<file path="src/rtl/eth_packet_check.sv">
// eth_packet_check: RMII receive checker for incrementing-pattern frames.
// Ports: clk50/reset (sync, active-high); rx/crs_dv RMII receive dibit and valid;
// pkt_good/pkt_bad one-cycle per-frame verdicts; pkt_count/err_count saturating
// frame counters; error sticky on first bad frame; done sticky at PACKET_COUNT.
module eth_packet_check #(
   parameter int PACKET_COUNT  = 5,
   parameter int PACKET_LENGTH = 145,
   parameter int EXTRA_BYTES   = 0
) (
   input  logic       clk50,
   input  logic       reset,
   input  logic [1:0] rx,
   input  logic       crs_dv,
   output logic       pkt_good,
   output logic       pkt_bad,
   output logic [8:0] pkt_count,
   output logic [7:0] err_count,
   output logic       error,
   output logic       done
);
   typedef enum logic [2:0] {IDLE, PREAMBLE, DATA, DRAIN, FINISHED} state_t;
   localparam logic [12:0] PLEN = 13'(PACKET_LENGTH);
   localparam logic [12:0] FLEN = 13'(PACKET_LENGTH + EXTRA_BYTES);
   localparam logic [8:0]  PCNT = 9'(PACKET_COUNT);
   state_t      state_q;
   logic [11:0] idx_q;
   logic [1:0]  phase_q;
   logic [7:0]  shift_q;
   logic [7:0]  byte_d;
   logic [12:0] idx_x;
   logic        mismatch, good_d, bad_d;
   // Verdicts are decided from the current sample so the registered pulse
   // lands exactly one cycle after the deciding dibit / crs_dv-low sample.
   always_comb begin
      byte_d   = {rx, shift_q[7:2]};
      idx_x    = {1'b0, idx_q};
      mismatch = phase_q == 2'd3 && (idx_x < PLEN ? byte_d != idx_q[7:0] : idx_x >= FLEN);
      good_d   = state_q == DATA && !crs_dv && phase_q == 2'd0 && idx_x == FLEN;
      bad_d    = (state_q == PREAMBLE && (!crs_dv || rx == 2'b10)) ||
                 (state_q == DATA && (crs_dv ? mismatch : !good_d));
   end
   always_ff @(posedge clk50) begin
      if (reset) begin
         state_q   <= DRAIN;
         idx_q     <= '0;
         phase_q   <= '0;
         shift_q   <= '0;
         pkt_good  <= 1'b0;
         pkt_bad   <= 1'b0;
         pkt_count <= '0;
         err_count <= '0;
         error     <= 1'b0;
         done      <= 1'b0;
      end else begin
         pkt_good <= good_d;
         pkt_bad  <= bad_d;
         case (state_q)
            DRAIN:    if (!crs_dv) state_q <= IDLE;
            IDLE:     if (crs_dv) state_q <= PREAMBLE;
            PREAMBLE: if (crs_dv && rx == 2'b11) begin
               state_q <= DATA;
               idx_q   <= '0;
               phase_q <= '0;
            end
            DATA:     if (crs_dv) begin
               shift_q <= byte_d;
               phase_q <= phase_q + 2'd1;
               if (phase_q == 2'd3) idx_q <= idx_q + 12'd1;
            end
            default: ;
         endcase
         // A frame still carrying crs_dv must be drained before resyncing.
         if (bad_d) begin
            state_q <= crs_dv ? DRAIN : IDLE;
            error   <= 1'b1;
            if (err_count != 8'hFF) err_count <= err_count + 8'd1;
         end
         if (good_d) begin
            if (pkt_count != 9'h1FF) pkt_count <= pkt_count + 9'd1;
            if (pkt_count + 9'd1 == PCNT) begin
               done    <= 1'b1;
               state_q <= FINISHED;
            end else state_q <= IDLE;
         end
      end
   end
endmodule

</file>
<file path="config.mk">
export PLATFORM = sky130hd
export DESIGN_NAME = eth_packet_check
export DESIGN_NICKNAME = d
export VERILOG_FILES = /design/src/rtl/eth_packet_check.sv
export SDC_FILE = /design/constraint.sdc
export NUM_CORES = 1
export LEC_CHECK = 0
export CAP_MARGIN = 15
export CORE_AREA = 2 2 79 81
export CTS_BUF_LIST = sky130_fd_sc_hd__clkbuf_4 sky130_fd_sc_hd__clkbuf_8
export CTS_CLUSTER_DIAMETER = 60
export CTS_CLUSTER_SIZE = 10
export DETAILED_ROUTE_END_ITERATION = 10
export DIE_AREA = 0 0 81 83
export GPL_TIMING_DRIVEN = 0
export HOLD_SLACK_MARGIN = 0.05
export SLEW_MARGIN = 15
export SYNTH_ARGS = -nofsm -noshare
export SYNTH_HDL_FRONTEND = slang
export SYNTH_SLANG_ARGS = --single-unit
</file>
<file path="constraint.sdc">
create_clock -name clk50 -period 2.4 [get_ports clk50]
set_input_delay 0.48 -clock clk50 [delete_from_list [all_inputs] [get_ports clk50]]
set_output_delay 0.48 -clock clk50 [all_outputs]
set_load 0.005 [all_outputs]
</file>
==> results of run 1 <==
-- Yosys cell counts, types with 2 or more instances --
cell / count
o21ai_0: 14
nor4_4: 2
o2111ai_1: 2
nand3_1: 12
nand2b_1: 5
buf_6: 2
nor2_1: 38
mux2i_1: 8
dfxtp_1: 44
nand4_1: 14
buf_2: 2
clkbuf_1: 8
xor2_1: 9
ha_1: 9
a211oi_1: 3
nor2b_1: 8
or2_2: 2
and4bb_2: 2
o41ai_2: 2
and3_1: 7
nor4b_1: 3
a21oi_1: 13
nand2_1: 20
nor3_1: 3
xnor2_1: 13
or3_1: 2
and4_1: 2
mux2_2: 6
o211ai_1: 2
inv_1: 15
-- final cells by class --
cell class	instances	share of cell area [%]
clock inverters	1	0.165
repair buffers	27	8.66
plain buffers	12	2.19
flip-flops and latches	44	29.0
clock buffers	6	2.52
inverters	15	1.86
well taps	75	3.09
multi-input cells	226	52.5
-- layout by cell type, fill, tap and decap left out, types with 12 or more instances in the layout --
master / count
nor2_1: 38
nand4_1: 14
dfxtp_1: 44
nand2_1: 20
clkdlybuf4s50_1: 24
o21ai_0: 14
a21oi_1: 13
nand3_1: 12
inv_1: 15
xnor2_1: 13
-- sequential cells by signal, summed over array words and instances (netlist names) --
signal     flops
state_q        3
err_count      8
done           1
pkt_count      9
phase_q        2
pkt_good       1
shift_q        6
pkt_bad        1
idx_q         12
error          1
-- final timing paths --
path	start	end	slack, ps	depth (start not counted)
setup reg to reg	pkt_count[4]	pkt_count[4]	170	8
hold reg to reg	done	done	460	2
hold / removal	done	done	460	2
setup / recovery	rx[0]	err_count[0]	130	6
-- kinds of logic after synthesis --
group | Yosys count | share of synthesized area (%)
AO/OA/AOI/OAI | 51 | 15.1
flip-flops | 44 | 34.0
adder cells (fa/ha/maj) | 9 | 4.35
multiplexers | 15 | 6.14
buffers and inverters | 28 | 4.88
XOR/XNOR | 22 | 7.44
AND/OR/NAND/NOR | 129 | 28.0
-- metal layers --
layer / routed length [µm] / up-vias
li1: - / 1130
met1: 2900 / 1003
met2: 2570 / 35
met3: 181 / 6
met4: 67 / 0
met5: 0 / -
-- power by group through the flow --
stage	clock, mW	combinational [mW]	sequential, mW
3_3_place_gp	0	0.225	0.796
5_1_grt	0.507	0.260	0.785
6_report	0.466	0.234	0.778
2_1_floorplan	0	0.157	0.790
4_1_cts	0.483	0.228	0.779
3_5_place_dp	0	0.227	0.796
-- through the flow --
| step | setup slack (ps) | TNS [ps] | power (mW) |
|---|---|---|---|
| 2_1_floorplan | 223 | 0 | 0.948 |
| 3_3_place_gp | -150 | -1420 | 1.02 |
| 3_5_place_dp | -185 | -1470 | 1.02 |
| 4_1_cts | 123 | 0 | 1.49 |
| 5_1_grt | 2.85 | 0 | 1.55 |
| 6_report | 135 | 0 | 1.48 |
-- worst reg2reg max path, delay by kind of cell, from the launching register on --
family | cells | cell delay [ps]
buffers and inverters | 2 | 330
muxes | 1 | 340
DFF | 1 | 320
adders and majority gates | 1 | 240
and+or+nand+nor | 4 | 900
-- repair_timing --
item / 4_1_cts / 5_1_grt
gates resized for setup: 0 / 1
setup endpoints to repair: 0 / 9
setup buffers: 0 / 3
endpoints found under the hold margin: 0 / 0
==> reports/metrics.yaml, run 1 <==
status: "completed"
ys.flop_type: "dfxtp_1"
routed_via_density: 5.35
max_stage_delay_ps: 540
drt_iter0_markers: 72
cts_hold_buf: 0
synth_edf_count: 0
dieWidth_um: 81
critPathMaxFanout: 8
syn_area_per_cell_um2: 8.69
setup_viol: 0
ys_seq_area_share_pct: 34.0
place_congestion: 0.770
synthArstFlopShare_pct: 0
dp.cells: 397
cts_tree: "built"
power.density_mw_per_mm2: 487
die_y_um: 83
yosysUniqueCellTypes: 56
ant_nets: 0
fin_hold_ws_ps: 458
syn_area_mm2: 0.00259
path_cells: "clkdlybuf4s50_1 > nand2b_1 > a211oi_2 > o21ai_0 > o21ai_1 > mux2_2"
fill_cells: 590
io_pins: 26
grt_pass1_wl_mm: 9.97
path_delay_family: "compound AO/OA/AOI/OAI gates"
cts-root-buf: "clkbuf_8"
clock_skew_ps: 6.53
syn-num-nets: 312
maxSlewViolCount: 0
p_sw_mw: 0.416
finalHoldViolations: 0
fin_util_pct: 52.2
p_int_mw: 1.06
rows: 28
start_kind: "primary input"
final_nets: 345
drive_above_1_share_pct: 11.2
cts_max_level: 2
initial_utilization_pct: 44.5
clockBufferDepth: 2
route.detailed.drc: 0
grtUsageMet2_pct: 27.0
wl_mm: 5.72
cap_violations: 0
ys_seq_elements: 44
final_area_mm2: 0.00303
grt_use_total_pct: 18.5
stdcell_count: 406
synth_area_leaders: "dfxtp_1 34%, nor2_1 5.5%, xnor2_1 4.4%"
core_mm2: 0.00582
diodes: 0
cp_data_required_time_ps: 2600
fmax_mhz: 441
p_comb_share_pct: 15.8
clock-sinks: 44
yosysWarnings: 0
cts_buffers: 5
vias: 2174
syn_inst: 298
path_class: "primary input to register"
clk_pin_slew_worst_paths_ps: 80
use_met1_pct: 27.7
grt_max_degree: 13
place_area_mm2: 0.00292
yosysTopAreaCell: "dfxtp_1"
dieArea_mm2: 0.00672
tightest_slew_ps: 745
period_minus_slack_ps: 2270
rsz0062_at_grt: "false"
crit_arrival_ps: 2470
cp.buffers_inverters: 1
switching_share_pct: 28.2
busiest_layer: "met1"
slew-limit-headroom_pct: 50.2
min_path_type: "register to register"
dp.final_hpwl_mm: 4.13
regArea_um2: 881
multi_input_area_mm2: 0.00159
area_growth_pct: 17.2
port_buffers: 24
antenna_found_initial: 0
worstSetupEndpointType: "register"
p_seq_share_pct: 52.7
drt_first_pass_iters: 4
p_leak_nw: 1.10
met3_usage_pct: 3.59
period_share_pct: 94.4
grt_pass1_vias: 2021
synth.top_cell.area_share_pct: 34.0
p_clk_share_pct: 31.5
insertion_delay_ps: 300
grt_overflow_total: 0
irDropWorstVdd_uv: 315
wl_per_cell_um: 14.1
slowest_stage: "clkdlybuf4s50_1"
No activity file was read; power rests on OpenSTA's default activity.
==> inputs of run 2 (changes only) <==
--- a/config.mk
+++ b/config.mk
@@ -7,14 +7,13 @@
 export LEC_CHECK = 0
 export CAP_MARGIN = 15
 export CORE_AREA = 2 2 79 81
-export CTS_BUF_LIST = sky130_fd_sc_hd__clkbuf_4 sky130_fd_sc_hd__clkbuf_8
 export CTS_CLUSTER_DIAMETER = 60
 export CTS_CLUSTER_SIZE = 10
 export DETAILED_ROUTE_END_ITERATION = 10
 export DIE_AREA = 0 0 81 83
 export GPL_TIMING_DRIVEN = 0
 export HOLD_SLACK_MARGIN = 0.05
-export SLEW_MARGIN = 15
+export SLEW_MARGIN = 25
 export SYNTH_ARGS = -nofsm -noshare
 export SYNTH_HDL_FRONTEND = slang
 export SYNTH_SLANG_ARGS = --single-unit
==> reports/metrics.yaml, run 2 (synthesis gave the netlist of run 1 again) <==
clockBufferDepth: 2
crit_arrival_ps: 2460
setup_viol: 0
r2r_cells: 8
p_leak_nw: 1.09
grt_pass1_vias: 2022
period_minus_slack_ps: 2270
largest_register_ffs: 12
fin_util_pct: 52.1
fmax_mhz: 441
cts-root-buf: "clkbuf_8"
top_layer_used: "met4"
initial_utilization_pct: 44.5
start_kind: "primary input"
wl_met3_um: 146
worstSetupEndpointType: "register"
antenna_found_initial: 0
layout_common_cells: "44 x dfxtp_1, 38 x nor2_1, 24 x clkdlybuf4s50_1"
core_mm2: 0.00582
cts_tree: "built"
port_buffers: 24
finalPower_mw: 1.46
grt_pass1_wl_mm: 9.98
place_area_mm2: 0.00292
diodes: 0
dieArea_mm2: 0.00672
final_common_cell: "dfxtp_1"
rsz0062_at_grt: "false"
cts_buffers: 5
cp_data_required_time_ps: 2600
power.density_mw_per_mm2: 483
drt_first_pass_iters: 4
maxSlewViolCount: 0
wl_mm: 5.70
insertion_delay_ps: 300
ant_nets: 0
route.detailed.drc: 0
cap_violations: 0
top_regs: "idx_q x12, pkt_count x9, err_count x8"
slew-limit-headroom_pct: 49.7
tightest_slew_ps: 752
rows: 28
status: "completed"
hold_path_depth: 2
min_path_type: "register to register"
die_y_um: 83
grt_overflow_total: 0
period_share_pct: 94.6
dieWidth_um: 81
routed_via_density: 5.39
area_growth_pct: 17.1
grt_max_degree: 13
place_congestion: 0.770
drt_iter0_markers: 79
critPathMaxFanout: 8
wl_per_cell_um: 14.0
cts_hold_buf: 0
grt_use_total_pct: 18.5
irDropWorstVdd_uv: 313
largest-register: "idx_q"
io_pins: 26
finalHoldViolations: 0
clk_pin_slew_worst_paths_ps: 80
dp.final_hpwl_mm: 4.13
clock-sinks: 44
vias: 2188
clock_skew_ps: 5.22
final_nets: 345
met1Wirelength_mm: 2.90
cts_max_level: 2
final_area_mm2: 0.00303
path_class: "primary input to register"
drive_above_1_share_pct: 10.9
met2_length_mm: 2.59
==> run 2: cell counts in the layout (fill, tap and decap cells not counted) <==
No cell type changed its count.
==> run 2: worst max-delay path, stage by stage <==
cell             delay (ps)
clkdlybuf4s50_1         540
nand2b_1                220
a211oi_2                500
o21ai_0                 180
o21ai_1                 180
mux2_2                  360
==> run 2: area by class of cell <==
type / count / area (µm²)
sequential: 44 / 881
timing repair buffer: 27 / 263
multi-input combinational: 226 / 1590
fill: 591 / 2790
inverter: 15 / 56.3
clock buffer: 6 / 72.6
buffer: 12 / 66.3
tap: 75 / 93.8
clock inverter: 1 / 5.00
==> run 2: layer usage <==
metal | up-vias | GRT usage, %
li1 | 1129 | -
met3 | 8 | 3.59
met5 | - | 0
met4 | 0 | 5.08
met2 | 30 | 27.0
met1 | 1021 | 27.7
==> run 2: path summary, 6_finish.rpt <==
kind,start,to,slack (ps)
max,rx[0],err_count[0],130
min,done,done,460
max reg2reg,pkt_count[4],pkt_count[4],170
min reg2reg,done,done,460
==> run 2: repair_timing <==
| item | CTS | global route |
|---|---|---|
| buffers inserted | 0 | 3 |
| setup endpoints to repair | 0 | 9 |
| gates resized for setup | 0 | 1 |
==> run 2: metrics by stage <==
| stage | cells | setup WS, ps | setup TNS, ps | hold WS [ps] |
|---|---|---|---|---|
| 2_1_floorplan | 298 | 223 | 0 | 442 |
| 3_3_place_gp | 397 | -150 | -1420 | 439 |
| 3_5_place_dp | 397 | -185 | -1470 | 444 |
| 4_1_cts | 404 | 125 | 0 | 460 |
| 5_1_grt | 406 | 2.88 | 0 | 483 |
| 6_report | 406 | 130 | 0 | 458 |
==> run 2: report_power, final <==
part	leakage, nW	switching, mW	internal, mW
clock	0.0410	0.252	0.198
combinational	0.697	0.133	0.101
sequential	0.356	0.0269	0.752
==> inputs of run 3 (changes only) <==
--- a/config.mk
+++ b/config.mk
@@ -6,14 +6,16 @@
 export NUM_CORES = 1
 export LEC_CHECK = 0
 export CAP_MARGIN = 15
-export CORE_AREA = 2 2 79 81
+export CELL_PAD_IN_SITES_DETAIL_PLACEMENT = 2
+export CELL_PAD_IN_SITES_GLOBAL_PLACEMENT = 2
+export CORE_AREA = 2 2 90 92
 export CTS_CLUSTER_DIAMETER = 60
 export CTS_CLUSTER_SIZE = 10
 export DETAILED_ROUTE_END_ITERATION = 10
-export DIE_AREA = 0 0 81 83
+export DIE_AREA = 0 0 92 94
 export GPL_TIMING_DRIVEN = 0
 export HOLD_SLACK_MARGIN = 0.05
-export SLEW_MARGIN = 25
+export PLACE_DENSITY_LB_ADDON = 0.1
 export SYNTH_ARGS = -nofsm -noshare
 export SYNTH_HDL_FRONTEND = slang
 export SYNTH_SLANG_ARGS = --single-unit
==> reports/metrics.yaml, run 3 (synthesis gave the netlist of run 1 again) <==
met3_usage_pct: 3.21
maxSlewViolCount: 0
min_path_type: "register to register"
crit_arrival_ps: 2540
cts_buffers: 5
grt_use_total_pct: 18.2
irDropWorstVdd_uv: 185
vias: 2310
final_nets: 345
tightest_slew_ps: 748
grt_max_degree: 14
clock_skew_ps: 6.05
path_class: "primary input to register"
p_leak_nw: 1.11
layout_common_cells: "44 x dfxtp_1, 38 x nor2_1, 24 x clkdlybuf4s50_1"
route.detailed.drc: 0
io_pins: 26
grt_overflow_total: 0
top_regs: "idx_q x12, pkt_count x9, err_count x8"
clockBufferDepth: 2
insertion_delay_ps: 300
die_y_um: 94
slew-limit-headroom_pct: 49.9
busiest_layer: "met2"
port_buffers: 24
grtUsageMet2_pct: 30.2
power.density_mw_per_mm2: 495
finalPower_mw: 1.53
routed_via_density: 5.32
stdcell_count: 434
diodes: 0
drive_above_1_share_pct: 12.0
fill_cells: 872
ant_nets: 0
regArea_um2: 881
largest-register: "idx_q"
final_common_cell: "dfxtp_1"
start_kind: "primary input"
clock-sinks: 44
period_share_pct: 97.5
cts_tree: "built"
largest_register_ffs: 12
fin_hold_ws_ps: 457
area_growth_pct: 19.3
period_minus_slack_ps: 2340
clk_pin_slew_worst_paths_ps: 90
dp.cells: 424
core_mm2: 0.00761
status: "completed"
setup_viol: 0
use_met1_pct: 24.2
dp.final_hpwl_mm: 5.36
rows: 32
wl_per_cell_um: 17.2
finalHoldViolations: 0
multi_input_area_mm2: 0.00160
grt_pass1_vias: 2396
dieArea_mm2: 0.00865
antenna_found_initial: 0
fmax_mhz: 427
cap_violations: 0
drt_iter0_markers: 48
rsz0062_at_grt: "true"
cts_max_level: 2
initial_utilization_pct: 34.0
wl_mm: 7.48
dieWidth_um: 92
worstSetupEndpointType: "register"
grt_pass1_wl_mm: 12.4
cp_data_required_time_ps: 2600
drt_first_pass_iters: 4
critPathMaxFanout: 8
place_congestion: 0.754
cts-root-buf: "clkbuf_8"
-- run 3: changes by cell type in the layout (fill, tap and decap cells not counted), sizes merged --
cell	before	now
buf	8	9
clkinv	1	2
clkbuf	13	12
-- run 3: metrics by stage --
| step | cell area [µm²] | setup WS [ps] | setup TNS (ps) | util [%] |
|---|---|---|---|---|
| floorplan | 2590 | 223 | 0 | - |
| global placement | 2960 | -255 | -2670 | 38.9 |
| detailed placement | 2960 | -272 | -3030 | 38.9 |
| CTS | 3050 | 19.4 | 0 | 40.1 |
| global route | 3090 | -11.3 | -11.3 | 40.6 |
| finish | 3090 | 59.8 | 0 | 40.6 |
-- run 3: layout make-up --
class,instances,share of cell area [%]
repair buffers,28,8.75
clock inverters,2,0.324
well taps,102,4.13
inverters,15,1.82
multi-input cells,226,51.8
plain buffers,11,2.03
flip-flops and latches,44,28.5
clock buffers,6,2.67
-- run 3: where the power goes --
group | leakage [nW] | switching (mW) | internal, mW
Sequential | 0.356 | 0.0286 | 0.752
Combinational | 0.701 | 0.142 | 0.0994
Clock | 0.0510 | 0.277 | 0.231
Total | 1.11 | 0.447 | 1.08
-- run 3: path summary, 6_finish.rpt --
kind                   to  cells after the start  slack (ps)     start
max          err_count[0]                      6          60     rx[0]
min                  done                      2         460      done
max reg2reg  err_count[0]                      7          90  idx_q[1]
min reg2reg          done                      2         460      done
-- run 3: metal layers --
layer / wire, µm / part of all wire, %
met1: 3560 / 48
met2: 3610 / 48
met3: 192 / 2.6
met4: 117 / 1.6
met5: 0 / 0
-- run 3: repair_timing --
item                       CTS  global route
buffers inserted             0             4
resized for setup            0             2
setup endpoints to repair    0            17
hold endpoints to repair     0             0
hold buffers                 0             0
-- run 3: critical path, stage by stage --
cell and delay, ps:
clkdlybuf4s50_1 640, xnor2_1 170, nand4_1 180, nor4_4 500
o21ai_1 260, mux2_2 320
